`config.mk`:
```
export PLATFORM = sky130hd
export DESIGN_NAME = fir_out_buffer
export DESIGN_NICKNAME = d
export VERILOG_FILES = /design/src/rtl/filter_pkg.sv /design/src/rtl/fir_buf_mem.sv /design/src/rtl/fir_out_buffer.sv
export SDC_FILE = /design/constraint.sdc
export NUM_CORES = 1
export LEC_CHECK = 0
export BUFFER_PORTS_ARGS = -buffer_cell sky130_fd_sc_hd__buf_4
export CAP_MARGIN = 25
export CORE_ASPECT_RATIO = 1.25
export CORE_MARGIN = 2
export CORE_UTILIZATION = 30
export CTS_BUF_LIST = sky130_fd_sc_hd__clkbuf_2
export DETAILED_ROUTE_END_ITERATION = 16
export GPL_ROUTABILITY_DRIVEN = 0
export RECOVER_POWER = 25
export SLEW_MARGIN = 10
export SYNTH_ARGS = -nofsm -noshare
export SYNTH_HDL_FRONTEND = slang
export SYNTH_SLANG_ARGS = --single-unit
```
`constraint.sdc`:
```
create_clock -name CLK -period 5.7 [get_ports CLK]
set_input_delay 0.57 -clock CLK [delete_from_list [all_inputs] [get_ports CLK]]
set_output_delay 0.57 -clock CLK [all_outputs]
set_load 0.05 [all_outputs]
```
`src/rtl/filter_pkg.sv`:
```
// Shared constants and types for the FIR datapath.
package filter_pkg;

   localparam int SAMPLE_W   = 8;
   localparam int FILTER_NT  = 10;
   localparam int FIFO_DEPTH = 16;
   localparam int FIFO_AW    = $clog2(FIFO_DEPTH);

   typedef logic signed [SAMPLE_W-1:0] sample_t;

endpackage

```
`src/rtl/fir_buf_mem.sv`:
```
// Sample storage for the output buffer: one synchronous write port, one asynchronous read port.
module fir_buf_mem #(
   parameter int NB    = 8,
   parameter int DEPTH = 16,
   parameter int AW    = 4
) (
   input  logic          clk_i,
   input  logic          wrEn_i,
   input  logic [AW-1:0] wrAddr_i,
   input  logic [NB-1:0] wrData_i,
   input  logic [AW-1:0] rdAddr_i,
   output logic [NB-1:0] rdData_o
);

   logic [NB-1:0] mem_q [DEPTH];

   always_ff @(posedge clk_i) begin
      if (wrEn_i) begin
         mem_q[wrAddr_i] <= wrData_i;
      end
   end

   assign rdData_o = mem_q[rdAddr_i];

endmodule

```
`src/rtl/fir_out_buffer.sv`:
```
// First-word-fall-through FIFO that catches the filter output stream and re-issues it
// on a ready/valid port, counting accepted samples and flagging drops when full.
module fir_out_buffer
   import filter_pkg::*;
#(
   parameter int NB    = SAMPLE_W,
   parameter int DEPTH = FIFO_DEPTH,
   parameter int AW    = FIFO_AW,
   parameter int CW    = 16
) (
   input  logic          CLK,
   input  logic          RST,
   input  logic          VIN,
   input  logic [NB-1:0] DIN,
   output logic          VOUT,
   output logic [NB-1:0] DOUT,
   input  logic          RDY,
   output logic [AW:0]   CNT,
   output logic          OVF,
   input  logic          CLR_OVF,
   output logic [CW-1:0] NSAMP
);

   localparam logic [AW:0]   FullCnt  = (AW+1)'(DEPTH);
   localparam logic [CW-1:0] NsampMax = '1;

   logic [AW-1:0] headPtr_q, headPtr_d;
   logic [AW-1:0] tailPtr_q, tailPtr_d;
   logic [AW:0]   cnt_q, cnt_d;
   logic          ovf_q, ovf_d;
   logic [CW-1:0] nsamp_q, nsamp_d;
   logic [NB-1:0] lastDout_q, lastDout_d;
   logic [NB-1:0] memRdata;
   logic          rd, wr, drop, full, notEmpty;

   assign notEmpty = (cnt_q != '0);
   assign full     = (cnt_q == FullCnt);
   assign rd       = notEmpty & RDY;
   assign wr       = VIN & (~full | rd);
   assign drop     = VIN & full & ~rd;

   fir_buf_mem #(
      .NB    (NB),
      .DEPTH (DEPTH),
      .AW    (AW)
   ) u_mem (
      .clk_i    (CLK),
      .wrEn_i   (wr),
      .wrAddr_i (tailPtr_q),
      .wrData_i (DIN),
      .rdAddr_i (headPtr_q),
      .rdData_o (memRdata)
   );

   // Overflow set takes priority over a same-edge clear so a drop is never lost.
   always_comb begin
      headPtr_d  = headPtr_q;
      tailPtr_d  = tailPtr_q;
      cnt_d      = cnt_q + (AW+1)'(wr) - (AW+1)'(rd);
      ovf_d      = ovf_q;
      nsamp_d    = nsamp_q;
      lastDout_d = lastDout_q;
      if (rd) begin
         headPtr_d  = headPtr_q + AW'(1);
         lastDout_d = memRdata;
      end
      if (wr) begin
         tailPtr_d = tailPtr_q + AW'(1);
         if (nsamp_q != NsampMax) begin
            nsamp_d = nsamp_q + CW'(1);
         end
      end
      if (drop) begin
         ovf_d = 1'b1;
      end else if (CLR_OVF) begin
         ovf_d = 1'b0;
      end
   end

   always_ff @(posedge CLK or posedge RST) begin
      if (RST) begin
         headPtr_q  <= '0;
         tailPtr_q  <= '0;
         cnt_q      <= '0;
         ovf_q      <= 1'b0;
         nsamp_q    <= '0;
         lastDout_q <= '0;
      end else begin
         headPtr_q  <= headPtr_d;
         tailPtr_q  <= tailPtr_d;
         cnt_q      <= cnt_d;
         ovf_q      <= ovf_d;
         nsamp_q    <= nsamp_d;
         lastDout_q <= lastDout_d;
      end
   end

   // While empty, DOUT keeps showing the most recently consumed sample.
   assign VOUT  = notEmpty;
   assign DOUT  = notEmpty ? memRdata : lastDout_q;
   assign CNT   = cnt_q;
   assign OVF   = ovf_q;
   assign NSAMP = nsamp_q;

endmodule

```
==> metrics.csv, run 1 <==
stage,metric,value,unit
setup_path,endpoint required time on the critical path,5130,ps
logic_synthesis,"FF+latch count, synth",166,
logic_synthesis,number of synthesized flops with an enable pin,128,
setup_path,critical path start-end classification,flip-flop to output port,
flow_run,maximum capacitance violations,0,
setup_path,startpoint of the lowest-slack register-to-register path,CNT[2]$_DFF_PP0_,
global_routing,met3 routing resource usage after global routing,0.02357,
logic_synthesis,number of warnings printed during yosys synthesis,0,
clocking,maximum clock insertion buffer count,2,
logic_synthesis,area of the mapped netlist,7014,um2
routing,Wirelength per Cell,18.44,um
logic_synthesis,most numerous cell in the Yosys netlist,sky130_fd_sc_hd__edfxtp_1,
floorplan,die span in y,175.0,um
global_routing,antenna violations before repair,1,
timing,setup-violating endpoint count in the final report,0,
logic_synthesis,post-synthesis cell type count,47,
clocking,number of clock sinks,166,
global_routing,vias in the first global route,3841,
clocking,cts bufs inserted,17,
timing,Max Clock Freq,251.5,MHz
clocking,number of resized instances in the post-cts repair step,0,
routing,DRC violations left,0,
clocking,CTS clock-pin slew for the worst setup and hold paths,270,ps
setup_path,worst-path maximum fanout,28,
routing,antenna-violating nets left,0,
logic_synthesis,number of instances in the synthesized netlist,398,
logic_synthesis,Area contributors post-synth,"sky130_fd_sc_hd__edfxtp_1 55%, sky130_fd_sc_hd__dfrtp_1 14%, sky130_fd_sc_hd__mux4_2 8.0%",
place,half-perimeter wire length of the detailed placement result,9.294,mm
setup_path,worst path arrival time,3410,ps
logic_synthesis,Mean Syn Cell Area,17.62,um2
timing,Worst Skew,54.73,ps
clocking,"Hold-fix buffers, CTS",2,
cells_and_area,non-filler instance count after layout,755,
place,Placed Cells incl. Taps,719,
floorplan,FP Rows,62,
timing,transition time at the pin with the least slew margin,982.4,ps
status,status,"complete, no violations",
timing,count of pins over their slew limit,0,
logic_synthesis,Synth Net Count,424,
clocking,setup repair bufs after CTS,0,
worst_hold_path,destination of the worst hold path,OVF$_DFFE_PP0P_,
clocking,clock tree from TritonCTS,done,
logic_synthesis,sequential-to-total area share from yosys stat,0.6836,
timing,Max-slew headroom,0.3422,
global_routing,maximum number of pins on one net before global-route repair,39,
worst_hold_path,beginning of the worst hold path,VIN,
routing,routed via count divided by cell count,4.939,
timing,fin crit share,0.6976,
place,post-placement worst setup slack,1804,ps
clocking,root buf cell,sky130_fd_sc_hd__clkbuf_2,
global_routing,wire length of the first global-routing pass,21.71,mm
power_and_ir_drop,ratio of total power to cell area,497.4,nW/um2
power_and_ir_drop,static leakage,2.754,nW
timing,smallest setup slack after layout,1724,ps
global_routing,GR Util met1,0.1326,
setup_path,reg-to-reg setup timing slack,2210,ps
timing,setup repair after global routing missed its margin,no,
routing,via count of the routed design,3729,
timing,Total Neg Setup Slack,0,ps
floorplan,top-level port count,44,
logic_synthesis,share of the synthesized area in the top cell type,0.5480,
global_routing,combined global-route utilization of all metal layers,0.1162,
routing,DRT Wirelength,13.93,mm
timing,final hold vios,0,
clocking,maximum level of the CTS H-tree,4,
global_routing,grt peak-use layer,met2,
power_and_ir_drop,worst supply voltage drop on vdd,0.1499,mV
floorplan,floorplan die area,24630,um2
cells_and_area,layout cell share with drive strength beyond 1,0.2639,
place,# port buffers,43,
floorplan,Std-Cell Core Area,22960,um2
logic_synthesis,most common library cells after synthesis,"128 x sky130_fd_sc_hd__edfxtp_1, 38 x sky130_fd_sc_hd__dfrtp_1, 28 x sky130_fd_sc_hd__nand2_1, 25 x sky130_fd_sc_hd__mux4_2, 16 x sky130_fd_sc_hd__o21ai_1",
logic_synthesis,cell type contributing the most total cell area after synthesis,sky130_fd_sc_hd__edfxtp_1,
setup_path,endpoint of the worst-slack reg-to-reg timing path,CNT[4]$_DFF_PP0_,
setup_path,depth of the worst register-to-register path,14,
timing,final critical path time including I/O delays and setup,3976,ps
logic_synthesis,most common flop cell mapped by yosys,sky130_fd_sc_hd__edfxtp_1,
floorplan,starting density of the core,0.3055,
cells_and_area,number of fill cells,2185,
floorplan,x dimension of the die,140.8,um
clocking,clk_lat worst skew,740,ps
global_routing,total global routing overflow,0,
logic_synthesis,Async SR Flop Fraction,0.2289,
setup_path,endpoint class of the critical path,output port,
cells_and_area,number of nets in the layout,479,
global_routing,met2 Usage GRT,0.2120,
setup_path,sort of element at the start of the critical path,flip-flop,
worst_hold_path,worst hold path cell count,3,
routing,Iter 0 DRT Violations,247,
routing,iteration count of the initial detailed-routing pass,5,
cells_and_area,P&R area growth vs syn,11.52,%
worst_hold_path,worst min-delay path class,input pin to flip-flop,
-- logic make-up (layout without fill, tap and decap cells) --
group                    Yosys count  after routing  synth area share
flip-flops                       166            166            0.6836
AND/OR/NAND/NOR                   86             86           0.07064
AO/OA/AOI/OAI                     41             41           0.04674
multiplexers                      35             35            0.1113
buffers and inverters             34            102           0.03478
XOR/XNOR                          23             23           0.02872
adder cells (fa/ha/maj)           13             13           0.02426
other                              0              1                 0
-- placed cells by master, fill, tap and decap left out, types with 2 or more instances in the layout --
cell type,n
sky130_fd_sc_hd__nor4b_2,3
sky130_fd_sc_hd__o21ai_0,2
sky130_fd_sc_hd__clkinvlp_4,2
sky130_fd_sc_hd__o21ai_1,16
sky130_fd_sc_hd__a21oi_1,3
sky130_fd_sc_hd__ha_1,12
sky130_fd_sc_hd__edfxtp_1,128
sky130_fd_sc_hd__clkbuf_2,18
sky130_fd_sc_hd__clkinv_4,2
sky130_fd_sc_hd__nor3b_1,2
sky130_fd_sc_hd__and4_1,5
sky130_fd_sc_hd__clkbuf_1,8
sky130_fd_sc_hd__and3_1,4
sky130_fd_sc_hd__xnor2_1,10
sky130_fd_sc_hd__mux2_2,2
sky130_fd_sc_hd__inv_6,4
sky130_fd_sc_hd__a22o_1,8
sky130_fd_sc_hd__buf_4,45
sky130_fd_sc_hd__nand4_1,6
sky130_fd_sc_hd__mux4_2,25
sky130_fd_sc_hd__nand2_1,28
sky130_fd_sc_hd__inv_8,2
sky130_fd_sc_hd__xor2_1,13
sky130_fd_sc_hd__inv_1,14
sky130_fd_sc_hd__nor2_1,5
sky130_fd_sc_hd__dfrtp_1,37
sky130_fd_sc_hd__nor4b_1,4
sky130_fd_sc_hd__a221oi_2,8
sky130_fd_sc_hd__mux4_1,7
sky130_fd_sc_hd__dlygate4sd3_1,2
sky130_fd_sc_hd__nor2b_1,2
sky130_fd_sc_hd__clkinv_2,2
sky130_fd_sc_hd__nor3b_2,4
sky130_fd_sc_hd__nor4_1,7
sky130_fd_sc_hd__nand3_1,8
-- how the worst max path moves through the flow --
stage                     cells after the start  slack [ps]                to                      from
after global routing                          5        1450           DOUT[3]  headPtr_q[2]$_DFFE_PP0N_
after CTS                                     5        1550           DOUT[3]  headPtr_q[2]$_DFFE_PP0N_
after floorplan                              17        2280  CNT[4]$_DFF_PP0_          CNT[2]$_DFF_PP0_
final                                         5        1720           DOUT[3]  headPtr_q[2]$_DFFE_PP0N_
after global placement                       16        1980  CNT[4]$_DFF_PP0_          CNT[3]$_DFF_PP0_
after detailed placement                     16        1800  CNT[4]$_DFF_PP0_          CNT[2]$_DFF_PP0_
-- state kept, by name (all words and copies together), names as in the netlist --
| register | count |
|---|---|
| CNT | 5 |
| NSAMP | 16 |
| OVF | 1 |
| headPtr_q | 4 |
| lastDout_q | 8 |
| tailPtr_q | 4 |
| u_mem.mem_q | 128 |
-- metal layers --
| metal | up-vias | wire (um) |
|---|---|---|
| met5 | - | 0 |
| met4 | 0 | 396 |
| met3 | 24 | 446 |
| met2 | 91 | 7451 |
| met1 | 1938 | 5630 |
| li1 | 1676 | - |
-- power by group --
group	internal, mW	switching [mW]
Combinational	0.631	0.973
Sequential	1.50	0.221
Clock	0.129	0.436
Total	2.26	1.63
-- through the flow --
| step | utilization | power (mW) | hold WS, ps | instance area (um2) |
|---|---|---|---|---|
| floorplan | - | 2.957 | 454.6 | 7014 |
| global placement | 0.3315 | 3.334 | 467.6 | 7612 |
| detailed placement | 0.3315 | 3.373 | 480.4 | 7612 |
| CTS | 0.3415 | 3.935 | 57.84 | 7843 |
| global route | 0.3407 | 4.091 | 50.79 | 7823 |
| finish | 0.3407 | 3.891 | 120.7 | 7823 |
-- area by class of cell --
class                           count  area, um2  area share
Timing Repair Buffer               55      387.9     0.04958
Multi-Input combinational cell    198       2009      0.2569
Antenna cell                        1      2.502   0.0003199
Clock inverter                     14      120.1     0.01536
Inverter                           15      56.30    0.007198
Clock buffer                       18      90.09     0.01152
Tap cell                          288      360.3     0.04607
Sequential cell                   166       4796      0.6131
-- critical path, stage by stage (launching register included) --
cell                       delay (ps)
sky130_fd_sc_hd__dfrtp_2         1030
sky130_fd_sc_hd__mux4_1           710
sky130_fd_sc_hd__a22o_1           290
sky130_fd_sc_hd__a221oi_2         290
sky130_fd_sc_hd__o21ai_1          110
sky130_fd_sc_hd__buf_4            200
No activity file was read; power rests on OpenSTA's default activity.
==> run 2, diff against run 1 <==
ABC_AREA = 1   (was not set)
clock period = 4.1 ns   (was 5.7 ns; I/O delays follow)
==> run 2 against run 1 <==
Design area rose by 12%. Count of clock-buffer cells in the layout fell by 1. Die area rose by 9.8%. Cell count rose by 61%. Sequential cell count did not move. Critical endpoint is now DOUT[0]. Largest cell class unchanged. Largest power group is now combinational logic.
==> metrics.csv, run 2 <==
stage,metric,value,unit
cells_and_area,number of flip-flops under the largest register name,128,
floorplan,top-level port count,44,
cells_and_area,register with the most flip-flops,u_mem.mem_q,
clocking,maximum level of the CTS H-tree,4,
setup_path,sort of element at the start of the critical path,flip-flop,
routing,antenna-violating nets left,0,
routing,via count of the routed design,5334,
cells_and_area,non-filler instance count after layout,1213,
setup_path,endpoint class of the critical path,output port,
cells_and_area,most common library cell in the layout ignoring fill and taps,sky130_fd_sc_hd__nand2_1,
logic_synthesis,number of synthesized flops with an enable pin,128,
setup_path,worst stage delay on the critical path,440,ps
logic_synthesis,most common flop cell mapped by yosys,sky130_fd_sc_hd__edfxtp_1,
status,status,"complete, no violations",
clocking,root buf cell,sky130_fd_sc_hd__clkbuf_2,
power_and_ir_drop,static leakage,3.922,nW
power_and_ir_drop,switching share of power,0.4514,
logic_synthesis,Mean Syn Cell Area,9.544,um2
logic_synthesis,Async SR Flop Fraction,0.2289,
global_routing,wire length of the first global-routing pass,27.92,mm
setup_path,cell with the largest stage delay on the worst path,sky130_fd_sc_hd__dfrtp_1,
power_and_ir_drop,total power draw,5.980,mW
global_routing,total global routing overflow,0,
clocking,"Hold-fix buffers, CTS",13,
setup_path,endpoint required time on the critical path,3690,ps
logic_synthesis,most numerous cell in the Yosys netlist,sky130_fd_sc_hd__nand2_1,
logic_synthesis,area of the mapped netlist,7721,um2
power_and_ir_drop,register share of total power,0.377,
logic_synthesis,Synth Net Count,835,
floorplan,floorplan die area,27040,um2
power_and_ir_drop,internal power component,3.281,mW
clocking,cts bufs inserted,17,
setup_path,worst path arrival time,2850,ps
global_routing,antenna violations before repair,1,
routing,DRT Wirelength,17.24,mm
setup_path,worst-path maximum fanout,22,
clocking,CTS clock-pin slew for the worst setup and hold paths,260,ps
timing,fin crit share,0.7957,
clocking,setup repair bufs after CTS,0,
routing,Iter 0 DRT Violations,433,
timing,setup repair after global routing missed its margin,no,
timing,Max-slew headroom,0.3582,
logic_synthesis,post-synthesis cell type count,28,
logic_synthesis,number of warnings printed during yosys synthesis,0,
clocking,number of clock sinks,166,
global_routing,maximum number of pins on one net before global-route repair,67,
floorplan,FP Rows,65,
clocking,clk_lat worst skew,720,ps
power_and_ir_drop,worst supply voltage drop on vdd,0.2661,mV
logic_synthesis,share of the synthesized area in the top cell type,0.4978,
floorplan,die span in y,183.4,um
clocking,maximum clock insertion buffer count,2,
logic_synthesis,sequential-to-total area share from yosys stat,0.6210,
timing,Worst Skew,40.86,ps
routing,routed via count divided by cell count,4.397,
routing,Wirelength per Cell,14.21,um
cells_and_area,layout cell share with drive strength beyond 1,0.1038,
timing,Total Neg Setup Slack,0,ps
logic_synthesis,most common library cells after synthesis,"278 x sky130_fd_sc_hd__nand2_1, 129 x sky130_fd_sc_hd__inv_1, 128 x sky130_fd_sc_hd__edfxtp_1, 108 x sky130_fd_sc_hd__nand3_1, 38 x sky130_fd_sc_hd__dfrtp_1",
power_and_ir_drop,ratio of total power to cell area,681.5,nW/um2
global_routing,vias in the first global route,5357,
power_and_ir_drop,net switching component of the power,2.699,mW
logic_synthesis,cell type contributing the most total cell area after synthesis,sky130_fd_sc_hd__edfxtp_1,
floorplan,Std-Cell Core Area,25290,um2
cells_and_area,most frequent cells in the layout,"278 x sky130_fd_sc_hd__nand2_1, 129 x sky130_fd_sc_hd__inv_1, 128 x sky130_fd_sc_hd__edfxtp_1",
logic_synthesis,Area contributors post-synth,"sky130_fd_sc_hd__edfxtp_1 50%, sky130_fd_sc_hd__nand2_1 14%, sky130_fd_sc_hd__dfrtp_1 12%",
logic_synthesis,"FF+latch count, synth",166,
logic_synthesis,number of instances in the synthesized netlist,809,
timing,setup-violating endpoint count in the final report,0,
timing,transition time at the pin with the least slew margin,959.1,ps
timing,Max Clock Freq,306.5,MHz
clocking,clock tree from TritonCTS,done,
cells_and_area,number of nets in the layout,890,
place,half-perimeter wire length of the detailed placement result,11.13,mm
timing,final hold vios,0,
cells_and_area,share of the core filled with cells,0.3469,
setup_path,critical path start-end classification,flip-flop to output port,
cells_and_area,P&R area growth vs syn,13.64,%
flow_run,maximum capacitance violations,0,
worst_hold_path,worst min-delay path class,input pin to async pin,
global_routing,combined global-route utilization of all metal layers,0.1343,
place,# port buffers,43,
power_and_ir_drop,share of total power in combinational logic,0.450,
cells_and_area,number of fill cells,2564,
timing,count of pins over their slew limit,0,
routing,DRC violations left,0,
setup_path,ordered cell list for the critical path,inv_1 > buf_4 > nand3_1 > nand3_1 > nand3_1 > nand2_1 > nand2_1 > nand2_1 > buf_4,
timing,final critical path time including I/O delays and setup,3262,ps
power_and_ir_drop,part of the power in the clock network,0.172,
floorplan,x dimension of the die,147.5,um
routing,iteration count of the initial detailed-routing pass,5,
clocking,number of resized instances in the post-cts repair step,0,
place,Placed Cells incl. Taps,1167,
floorplan,starting density of the core,0.3053,
==> run 2: cell types whose count changed after synthesis, moves of 16 or more <==
cell                      before  now
sky130_fd_sc_hd__mux4_2       25    0
sky130_fd_sc_hd__o21ai_1      16    0
sky130_fd_sc_hd__nand2_1      28  278
sky130_fd_sc_hd__inv_1        14  129
sky130_fd_sc_hd__nand3_1       8  108
sky130_fd_sc_hd__nor2_1        5   30
==> run 2: worst paths after layout <==
kind | slack [ps] | startpoint | depth (start not counted) | endpoint
max reg2reg | 1020 | CNT[2]$_DFF_PP0_ | 13 | CNT[4]$_DFF_PP0_
max in group asynchronous | 3390 | RST | 4 | NSAMP[1]$_DFFE_PP0P_
min reg2reg | 510 | lastDout_q[1]$_DFFE_PP0N_ | 2 | lastDout_q[1]$_DFFE_PP0N_
max | 840 | headPtr_q[1]$_DFFE_PP0N_ | 9 | DOUT[0]
min in group CLK | 510 | lastDout_q[1]$_DFFE_PP0N_ | 2 | lastDout_q[1]$_DFFE_PP0N_
min | 340 | RST | 4 | headPtr_q[2]$_DFFE_PP0N_
==> run 2: cells by family (layout without fill, tap and decap cells) <==
family                   count (synthesis)  after routing  share of synthesized area
AO/OA/AOI/OAI                           16             16                    0.01280
XOR/XNOR                                20             20                    0.02269
adder cells (fa/ha/maj)                 13             13                    0.02204
buffers and inverters                  163            231                    0.08572
flip-flops                             166            166                     0.6210
other                                    0              1                          0
AND/OR/NAND/NOR                        431            431                     0.2358
==> run 2: final cells by class <==
cell class | count | area, um2 | area share
multi-input cells | 480 | 2265 | 0.2581
well taps | 335 | 419.2 | 0.04777
clock inverters | 15 | 211.5 | 0.02410
repair buffers | 65 | 490.5 | 0.05590
clock buffers | 17 | 85.08 | 0.009696
flip-flops and latches | 166 | 4796 | 0.5466
inverters | 134 | 505.5 | 0.05761
diodes | 1 | 2.502 | 0.0002852
==> run 2: critical path, delay by kind of cell (launching register included) <==
| family | cells | cell delay, ps |
|---|---|---|
| flip-flops | 1 | 440 |
| buffers and inverters | 3 | 940 |
| AND/OR/NAND/NOR | 6 | 730 |
==> run 2: power by group through the flow <==
stage          sequential (mW)  clock, mW  combinational, mW
3_3_place_gp              2.29          0               2.70
3_5_place_dp              2.30          0               2.73
5_1_grt                   2.29       1.13               3.00
2_1_floorplan             2.45          0               1.74
4_1_cts                   2.26       1.06               2.75
6_report                  2.26       1.03               2.69
==> run 2: stage by stage <==
| step | instance area [um2] | hold slack (ps) | setup WS (ps) |
|---|---|---|---|
| finish | 8775 | 339.9 | 837.7 |
| global route | 8775 | 266.5 | 517.8 |
| CTS | 8802 | 249.1 | 655.1 |
| detailed placement | 8376 | 467.6 | 1026 |
| global placement | 8376 | 471.8 | 1137 |
| floorplan | 7721 | 449.2 | 1189 |
==> run 2: layer usage <==
metal,GRT usage,part of all wire
met1,0.1528,0.41
met2,0.2469,0.53
met3,0.02413,0.044
met4,0.05615,0.018
met5,0,0
==> run 3, diff against run 2 <==
ABC_AREA = 0   (was 1)
clock period = 3.1 ns   (was 4.1 ns; I/O delays follow)
==> run 3 against run 2 <==
Worst hold slack got worse by 190 ps. Power is 30% higher. Worst setup slack worse by 780 ps. Critical endpoint is now DOUT[6].
==> metrics.csv, run 3 (synthesized netlist as in run 1, its figures left out) <==
stage,metric,value,unit
cells_and_area,sequential cell area in the final layout,4801,um2
power_and_ir_drop,worst supply voltage drop on vdd,0.3116,mV
global_routing,combined global-route utilization of all metal layers,0.1223,
power_and_ir_drop,ratio of total power to cell area,941.1,nW/um2
setup_path,cell with the largest stage delay on the worst path,sky130_fd_sc_hd__dfrtp_4,
worst_hold_path,worst min-delay path class,input pin to flip-flop,
cells_and_area,layout cell share with drive strength beyond 1,0.3112,
floorplan,Std-Cell Core Area,22960,um2
clocking,clk_lat worst skew,700,ps
flow_run,maximum capacitance violations,0,
global_routing,wire length of the first global-routing pass,22.83,mm
setup_path,CP startpoint,headPtr_q[2]$_DFFE_PP0N_,
floorplan,floorplan die area,24630,um2
setup_path,family with the most delay on the worst path,compound AO/OA/AOI/OAI gates,
routing,Iter 0 DRT Violations,232,
clocking,clock tree from TritonCTS,done,
worst_hold_path,beginning of the worst hold path,VIN,
setup_path,sort of element at the start of the critical path,flip-flop,
timing,setup repair after global routing missed its margin,yes,
setup_path,startpoint of the lowest-slack register-to-register path,CNT[2]$_DFF_PP0_,
setup_path,endpoint class of the critical path,output port,
timing,transition time at the pin with the least slew margin,831.3,ps
clocking,number of clock sinks,166,
cells_and_area,register with the most flip-flops,u_mem.mem_q,
routing,antenna-violating nets left,0,
setup_path,ordered cell list for the critical path,buf_12 > buf_4 > mux4_2 > a22o_1 > a221oi_2 > o21ai_1 > buf_6,
setup_path,worst path arrival time,2730,ps
cells_and_area,number of fill cells,2150,
timing,Max-slew headroom,0.4458,
clocking,maximum clock insertion buffer count,2,
routing,routed via count divided by cell count,4.802,
cells_and_area,most common library cell in the layout ignoring fill and taps,sky130_fd_sc_hd__edfxtp_1,
global_routing,total global routing overflow,0,
setup_path,worst stage delay on the critical path,560,ps
routing,via count of the routed design,3779,
timing,Total Neg Setup Slack,0,ps
clocking,maximum level of the CTS H-tree,4,
clocking,CTS clock-pin slew for the worst setup and hold paths,250,ps
floorplan,top-level port count,44,
routing,Wirelength per Cell,18.28,um
setup_path,worst-path maximum fanout,9,
clocking,cts bufs inserted,17,
floorplan,x dimension of the die,140.8,um
routing,iteration count of the initial detailed-routing pass,4,
floorplan,die span in y,175.0,um
setup_path,endpoint required time on the critical path,2790,ps
floorplan,starting density of the core,0.3055,
timing,Worst Skew,28.66,ps
routing,DRT Wirelength,14.39,mm
cells_and_area,area occupied by multi-input gates,2006,um2
clocking,root buf cell,sky130_fd_sc_hd__clkbuf_2,
cells_and_area,non-filler instance count after layout,787,
global_routing,antenna violations before repair,1,
setup_path,CP bufs+invs,3,
setup_path,critical path start-end classification,flip-flop to output port,
timing,setup-violating endpoint count in the final report,0,
floorplan,FP Rows,62,
timing,count of pins over their slew limit,0,
cells_and_area,P&R area growth vs syn,17.59,%
power_and_ir_drop,static leakage,2.944,nW
timing,final critical path time including I/O delays and setup,3040,ps
timing,Max Clock Freq,329.0,MHz
place,# port buffers,43,
cells_and_area,most frequent cells in the layout,"128 x sky130_fd_sc_hd__edfxtp_1, 53 x sky130_fd_sc_hd__buf_4, 35 x sky130_fd_sc_hd__dfrtp_1",
place,Placed Cells incl. Taps,730,
timing,fin crit share,0.9806,
cells_and_area,number of flip-flops under the largest register name,128,
timing,final hold vios,0,
routing,DRC violations left,0,
place,half-perimeter wire length of the detailed placement result,9.604,mm
cells_and_area,number of nets in the layout,511,
global_routing,vias in the first global route,4015,
global_routing,maximum number of pins on one net before global-route repair,34,
status,status,"complete, no violations",
## run 3: cell count changes in the layout (fill, tap and decap cells not counted), moves of 8 or more
cell	previous run	this run
sky130_fd_sc_hd__nand2_1	278	28
sky130_fd_sc_hd__inv_1	129	10
sky130_fd_sc_hd__nand3_1	108	8
sky130_fd_sc_hd__mux4_2	0	30
sky130_fd_sc_hd__nor2_1	30	5
sky130_fd_sc_hd__o21ai_1	0	16
sky130_fd_sc_hd__buf_4	44	53
sky130_fd_sc_hd__a221oi_2	0	8
sky130_fd_sc_hd__a22o_1	0	8
sky130_fd_sc_hd__buf_6	0	8
## run 3: metal layers
| metal | wire [um] | global-route usage |
|---|---|---|
| met1 | 5749 | 0.1421 |
| met2 | 7825 | 0.2234 |
| met3 | 501 | 0.02138 |
| met4 | 308 | 0.04792 |
| met5 | 0 | 0 |
## run 3: what timing repair did
| item | 4_1_cts | 5_1_grt |
|---|---|---|
| hold endpoints to repair | 160 | 2 |
| pin swaps | 2 | 1 |
| buffers inserted | 7 | 3 |
| gates resized for setup | 13 | 5 |
| endpoints found under the setup margin | 9 | 9 |
| hold buffers | 12 | 1 |
## run 3: report_power, final
part	switching, mW	total [mW]	internal [mW]	leakage [nW]
Combinational	1.99	3.47	1.49	1.17
Clock	0.860	1.21	0.349	0.158
Sequential	0.309	3.08	2.77	1.62
## run 3: tightest hold or removal path, cell delays in order
cell                      delay [ps]
sky130_fd_sc_hd__buf_4           120
sky130_fd_sc_hd__nand4_1         100
sky130_fd_sc_hd__a21oi_1         110
sky130_fd_sc_hd__nand3_1         120
sky130_fd_sc_hd__xnor2_1          60
## run 3: final cells by class
type,instances,share of cell area
Multi-Input combinational cell,198,0.2432
Clock inverter,15,0.02215
Timing Repair Buffer,87,0.09102
Inverter,15,0.007282
Clock buffer,17,0.01032
Sequential cell,166,0.5821
Tap cell,288,0.04369
Antenna cell,1,0.0003034
## run 3: final timing paths
path                                        endpoint  slack (ps)  cells after the start
setup / recovery                             DOUT[6]          60                      7
hold / removal                 NSAMP[13]$_DFFE_PP0P_         150                      5
setup reg to reg                    CNT[4]$_DFF_PP0_         260                     16
hold reg to reg            lastDout_q[1]$_DFFE_PP0N_         520                      2
max in group asynchronous      NSAMP[15]$_DFFE_PP0P_        2010                      5
min in group asynchronous           CNT[2]$_DFF_PP0_         580                      4
## run 3: metrics by stage
stage	util	power [mW]	instance area, um2	setup WS (ps)	hold WS, ps
floorplan	-	5.460	7034	25.12	408.9
global placement	0.3364	6.264	7725	187.7	470.0
detailed placement	0.3364	6.343	7725	62.15	475.8
CTS	0.3567	7.798	8190	-42.39	62.56
global route	0.3592	8.185	8248	-148.3	76.71
finish	0.3592	7.762	8248	60.18	152.0
